`config.mk`:
```
export PLATFORM = sky130hd
export DESIGN_NAME = ramp_src
export DESIGN_NICKNAME = d
export VERILOG_FILES = /design/src/rtl/ramp_src.sv
export SDC_FILE = /design/constraint.sdc
export NUM_CORES = 1
export LEC_CHECK = 0
export BUFFER_PORTS_ARGS = -buffer_cell sky130_fd_sc_hd__buf_2
export CELL_PAD_IN_SITES_DETAIL_PLACEMENT = 2
export CELL_PAD_IN_SITES_GLOBAL_PLACEMENT = 2
export CORE_UTILIZATION = 33
export CTS_BUF_LIST = sky130_fd_sc_hd__clkbuf_2
export DETAILED_ROUTE_END_ITERATION = 6
export PLACE_DENSITY = 0.81
export SLEW_MARGIN = 20
export SYNTH_ARGS = -nofsm -noshare
export SYNTH_HDL_FRONTEND = slang
export SYNTH_SLANG_ARGS = --single-unit
```
`constraint.sdc`:
```
create_clock -name clk -period 1.5 [get_ports clk]
set_input_delay 0.225 -clock clk [delete_from_list [all_inputs] [get_ports clk]]
set_output_delay 0.225 -clock clk [all_outputs]
set_load 0.03 [all_outputs]
```
`src/rtl/ramp_src.sv`:
```
// AXI4-Stream ramp test-pattern source: natural or PFB-processing order,
// optional D-of-M duty-cycle throttle, frame markers and finite run length.
module ramp_src #(
  parameter int unsigned WIDTH    = 16,
  parameter int unsigned M        = 64,
  parameter int unsigned D        = 48,
  parameter string       ORDER    = "processing",
  parameter int unsigned THROTTLE = 0,
  parameter int unsigned PH_START = 0,
  parameter int unsigned NFRAMES  = 0
) (
  input  logic             clk,
  input  logic             rst,
  input  logic             en,
  output logic [WIDTH-1:0] m_axis_tdata,
  output logic             m_axis_tvalid,
  input  logic             m_axis_tready,
  output logic             m_tlast,
  output logic [31:0]      frame_cnt,
  output logic             done
);

  localparam int unsigned IW       = $clog2(M);
  localparam bit          PROC     = (ORDER == "processing");
  localparam bit          THR_ON   = (THROTTLE != 0);
  localparam bit          LIMITED  = (NFRAMES != 0);
  localparam logic [IW-1:0]    LAST_IDX = IW'(M - 1);
  localparam logic [IW-1:0]    PH_RST   = IW'(PH_START);
  localparam logic [31:0]      LAST_FRM = 32'(NFRAMES - 1);
  localparam logic [WIDTH-1:0] FRM_STEP = WIDTH'(M);
  localparam logic [WIDTH-1:0] DATA_RST = PROC ? WIDTH'(M - 1) : '0;

  logic [IW-1:0]    idx_q, idx_d;
  logic [WIDTH-1:0] base_q, base_d;
  logic [IW-1:0]    ph_q, ph_d;
  logic             tvalid_q, tvalid_d;
  logic [WIDTH-1:0] tdata_q, tdata_d;
  logic             tlast_q, tlast_d;
  logic [31:0]      frame_cnt_q, frame_cnt_d;
  logic             done_q, done_d;

  logic hs;
  logic last_hs;
  logic slot_ok;
  logic start_ok;

  // Next-state: beat position, frame base, throttle phase and the presented beat
  always_comb begin
    idx_d       = idx_q;
    base_d      = base_q;
    ph_d        = ph_q;
    tvalid_d    = tvalid_q;
    frame_cnt_d = frame_cnt_q;
    done_d      = done_q;

    hs      = tvalid_q & m_axis_tready;
    last_hs = hs & (idx_q == LAST_IDX);
    slot_ok = !THR_ON || (32'(ph_q) < D);

    // Phase runs off en only, so stalled beats still use up window slots
    if (THR_ON && en) begin
      ph_d = ph_q + IW'(1);
    end

    if (hs) begin
      idx_d = idx_q + IW'(1);
    end

    if (last_hs) begin
      base_d      = base_q + FRM_STEP;
      frame_cnt_d = frame_cnt_q + 32'd1;
      if (LIMITED && (frame_cnt_q == LAST_FRM)) begin
        done_d = 1'b1;
      end
    end

    start_ok = en & ~done_d & slot_ok;

    // A presented beat is held until accepted; only then may a new one start
    if (!tvalid_q || hs) begin
      tvalid_d = start_ok;
    end

    tdata_d = PROC ? (base_d + WIDTH'(LAST_IDX - idx_d)) : (base_d + WIDTH'(idx_d));
    tlast_d = (idx_d == LAST_IDX);
  end

  always_ff @(posedge clk or posedge rst) begin
    if (rst) begin
      idx_q       <= '0;
      base_q      <= '0;
      ph_q        <= PH_RST;
      tvalid_q    <= 1'b0;
      tdata_q     <= DATA_RST;
      tlast_q     <= 1'b0;
      frame_cnt_q <= '0;
      done_q      <= 1'b0;
    end else begin
      idx_q       <= idx_d;
      base_q      <= base_d;
      ph_q        <= ph_d;
      tvalid_q    <= tvalid_d;
      tdata_q     <= tdata_d;
      tlast_q     <= tlast_d;
      frame_cnt_q <= frame_cnt_d;
      done_q      <= done_d;
    end
  end

  assign m_axis_tdata  = tdata_q;
  assign m_axis_tvalid = tvalid_q;
  assign m_tlast       = tlast_q;
  assign frame_cnt     = frame_cnt_q;
  assign done          = done_q;

endmodule

```
* Word-level counts from Yosys, hierarchy flattened
Index checks and enable logic that the tools add are counted.
W data, S select, Z words.
** Storage, ports and cells
- Flip-flop bits (word level) :: 72
- Bits of input ports :: 4
- Logic and storage cells :: 19
** Cells by class
- Eq/ne operators :: 2
- Reduce and logical (&&, ||, !) cells :: 2
- Bitwise logic cells :: 2
- $add $sub $neg :: 5
- Multiplexer cells :: 2
** Operators by type and width (number)
- $add A32 B1 Y32 const B :: 1
- $add A16 B16 Y16 :: 1
- $add A16 B7 Y16 const B :: 1
- $mux W16 :: 1
- $eq A6 B6 Y1 const B :: 2
- $sub A6 B6 Y7 const A :: 1
- $add A6 B1 Y6 const B :: 1
- $mux W6 :: 1
- $and A1 B1 Y1 :: 2
- $logic_not A1 Y1 :: 1
- $logic_or A1 B1 Y1 :: 1

* Longest topological paths before layout
- Depth in word-level cells :: 4
- Depth in mapped cells :: 7
- Mapped depth without buffers :: 6

* Worst setup path before layout
Ideal clock, no wire load.
- Kind :: register to register
- From :: reg tvalid_q, in the netlist m_axis_tvalid
- To :: reg frame_cnt_q[22], in the netlist frame_cnt[22]
- Buffers on the path :: 2
- Setup slack :: -0.399 ns
- Stages on the path, launching flop included :: 8
- Period minus slack after synthesis :: 1.899 ns
- Setup time :: 0.134 ns
- Data required time :: 1.366 ns
- Arrival :: 1.766 ns
- Path through :: dfrtp_1 > and4_4 > and4_1 > buf_4 > and4_4 > buf_12 > nand4_4 > xnor2_2
** On the way
- Word-level cells in the longest chain between the ends :: 2
** RTL lines
- start: declaration :: line 36 : logic tvalid_q, tvalid_d;
- start signal: assignment :: line 102 : tvalid_q <= tvalid_d;
- $and A1 B1 Y1 :: line 56 : hs = tvalid_q & m_axis_tready;
- $and A1 B1 Y1 :: line 57 : last_hs = hs & (idx_q == LAST_IDX);
- end signal: assignment :: line 105 : frame_cnt_q <= frame_cnt_d;
- end: declaration :: line 39 : logic [31:0] frame_cnt_q, frame_cnt_d;
Every way passes these cells.
A chain may end at the register's enable or synchronous reset.

* Final worst setup path
- From :: reg idx_q[1]
- To :: reg tlast_q, in the netlist m_tlast
** On the way
- Word-level cells in the longest chain between the ends :: 3
** RTL lines
- start: declaration :: line 33 : logic [IW-1:0] idx_q, idx_d;
- start signal: assignment :: line 99 : idx_q <= idx_d;
- $add A6 B1 Y6 :: line 66 : idx_d = idx_q + IW'(1);
- $mux W6 (*) :: line 65 : if (hs) begin
- $eq A6 B6 Y1 (*) :: line 85 : tlast_d = (idx_d == LAST_IDX);
- via tlast_d :: line 38 : logic tlast_q, tlast_d;
- end signal: assignment :: line 104 : tlast_q <= tlast_d;
- end: declaration :: line 38
Mark *: on every way through the listed nets, which the timed path passes. The rest lies on a longest branch.

==> impl_metrics.ini <==
[status]
status = finished, violations left
violations = negative setup slack

[cells_and_area]
final_cells = 441
drive_above_1_share_pct = 67.4
nets = 347
area_growth_pct = 64.3
regArea_um2 = 1430
multi_input_area_um2 = 1420
fillers = 716

[place]
dp_cells = 400
port_buffers = 53
dpl.hpwl_mm = 5.63
gp_congestion = 0.756

[sta]
fin_crit_sh_pct = 115
fin_ws_ps = -218
rsz0062_at_grt = yes
fmax_mhz = 582
slew_headroom_pct = 65.4
tightest_slew_ps = 515
drv_slew = 0
whs_ps = 207
min_period_ps = 1720
fin_skew_ps = 28.7
tns_ps = -4290
hold_violations = 0
setup_viol = 47

[worst_setup_path]
cp_cell_sequence = buf_4 > buf_4 > buf_4 > nand2_1 > nor2_1 > xnor2_1 > nor4b_2
cp_slowest_cell = dfrtp_1
r2r_start = idx_q[1]
cp_max_fo = 3
critPathKind = reg -> reg
cp-end-kind = flip-flop
path_common_cell = buf_4
critPathTopFamily = simple AND/OR/NAND/NOR gates
r2r_cells = 7
crit_arrival_ps = 2090
slowest_delay_ps = 480
crit_start = idx_q[1]
r2r_slack_ps = -220
rr_endpoint = m_tlast
required_ps = 1870
worstSetupStartpointType = flip-flop
crit_buf_inv = 3

[cts]
htree_levels = 2
cts_buffers = 5
clock_sinks = 56
path_clk_slew_ps = 260
clk_path_buf_depth = 2
clk_latency_ps = 490
cts_tree = done
root_buffer = clkbuf_2

[detailed_routing]
first_pass_iters = 4
drtIter0Drc = 64
vias_per_cell = 5.08
drc_errors = 0
routed_wl_mm = 11.7
wl_met1_mm = 4.53
dr_wl_met2_mm = 6.27
postRouteAntennaNets = 0
dr.max_layer_used = met4
met3_length_um = 570
post_drt_wl_per_cell_um = 26.6
vias = 2241

[power_and_ir_drop]
irDropWorstVdd_mv = 0.821
power_density_nw_per_um2 = 880
leakagePower_nw = 2.17

[logic_synthesis]
syn-num-nets = 218
ys_warn_count = 0
synth-seq-cells = 56
netlist_area_um2 = 2510
synth_cell_types = 31
avgSynthCellArea_um2 = 11.9
ys.flop_type = dfrtp_1
async_reset_ff_share_pct = 100
synth_edf_count = 0
ys_seq_area_share_pct = 56.1
syn_inst = 211

[global_routing]
grt_pass1_wl_mm = 14.1
gr-usage-all-layers_pct = 24.6
grt_max_degree = 25
grt_pass1_vias = 2444
grt_overflow = 0
antenna_found_initial = 1

[hold_path]
hold_start = m_axis_tready
hp-class = in -> reg
hold-path-endpoint = m_axis_tvalid
hold-path-cell-count = 4

[floorplan]
coreArea_um2 = 7290
dieArea_um2 = 7960
fp.dieH_um = 89.2
start_util_pct = 34.4
die_w_um = 89.2
ios = 55
rows = 31

[flow_run]
cap_violations = 0
==> final cells by class <==
| class | instances | share of cell area, % |
|---|---|---|
| diodes | 1 | 0.0607 |
| clock buffers | 7 | 0.850 |
| clock inverters | 1 | 0.0910 |
| inverters | 9 | 0.910 |
| multi-input cells | 139 | 34.4 |
| flip-flops and latches | 56 | 34.6 |
| well taps | 99 | 3.00 |
| repair buffers | 129 | 26.0 |
==> flip-flops by register name, indices dropped and copies added, names as in the netlist <==
name	cells
m_axis_tvalid	1
base_q	1
frame_cnt	32
m_tlast	1
idx_q	6
m_axis_tdata	15
==> per-layer routing <==
layer,vias to the layer above,global-route usage (%)
li1,963,-
met1,1161,28.1
met2,84,44.8
met3,33,5.36
met4,0,9.81
met5,-,0
==> through the flow <==
| step | utilization [%] | instance area (um2) | total power [mW] | setup WS (ps) |
|---|---|---|---|---|
| 2_1_floorplan | - | 2590 | 2.24 | -268 |
| 3_3_place_gp | 44.4 | 3240 | 2.56 | -38.2 |
| 3_5_place_dp | 44.4 | 3240 | 2.63 | -216 |
| 4_1_cts | 48.6 | 3540 | 3.37 | -126 |
| 5_1_grt | 56.6 | 4120 | 3.78 | -281 |
| 6_report | 56.6 | 4120 | 3.63 | -218 |
==> worst reg2reg max path: stages (launching register included) <==
cell,delay (ps)
dfrtp_1,480
buf_4,150
buf_4,120
buf_4,130
nand2_1,60
nor2_1,60
xnor2_1,220
nor4b_2,400
==> cells by family after synthesis <==
group / synth area share, %
and+or+nand+nor: 21.3
DFF: 56.1
xor gates and xnor gates: 16.3
buffers and inverters: 3.74
AOI/OAI and AO/OA: 0.897
adders and majority gates: 1.50
other: 0.149
==> worst max path at each step <==
stage | end | slack [ps] | depth (start not counted)
6_report | m_tlast | -220 | 7
4_1_cts | m_axis_tdata[14] | -130 | 7
3_5_place_dp | m_tlast | -220 | 6
2_1_floorplan | frame_cnt[28] | -270 | 7
3_3_place_gp | frame_cnt[31] | -40 | 5
5_1_grt | base_q[15] | -280 | 7
==> report_power, final <==
part           leakage [nW]  internal (mW)  switching (mW)
sequential            0.719           1.72           0.109
combinational          1.42          0.503           0.655
clock                0.0306          0.124           0.520
total                  2.17           2.34            1.28
==> layout by cell type (no fill, tap or decap), drive strengths merged, types with 9 or more instances in the layout <==
cell / count
and3: 9
nand4: 10
nand3: 21
xor2: 11
nand2: 20
buf: 126
xnor2: 34
dfrtp: 50
==> synth_stat cells, types with 2 or more instances <==
cell type   n  area [um2]
a21oi_1     2        10.0
and2_1      2        12.5
and3_1      9        56.3
and4_1      6        52.6
and4_4      2        22.5
buf_2       2        10.0
buf_4       4        30.0
dfrtp_1    50        1250
dfstp_2     6         158
ha_1        3        37.5
inv_1       9        33.8
nand2_1    20        75.1
nand3_1    16        80.1
nand3_2     5        50.1
nand4_1     7        43.8
nand4_4     2        42.5
nor2_1      8        30.0
nor3_1      2        10.0
nor3b_1     2        15.0
xnor2_1    32         280
xnor2_2     2        32.5
xor2_1     11        96.3
==> repair_timing <==
| action | 4_1_cts | 5_1_grt |
|---|---|---|
| resized for setup | 34 | 125 |
| pin swaps | 32 | 20 |
| endpoints found under the setup margin | 35 | 73 |
| cloned | 0 | 0 |
| hold endpoints to repair | 16 | 0 |
| hold buffers | 2 | 0 |
| buffers inserted | 12 | 23 |
No activity file was read; power rests on OpenSTA's default activity.
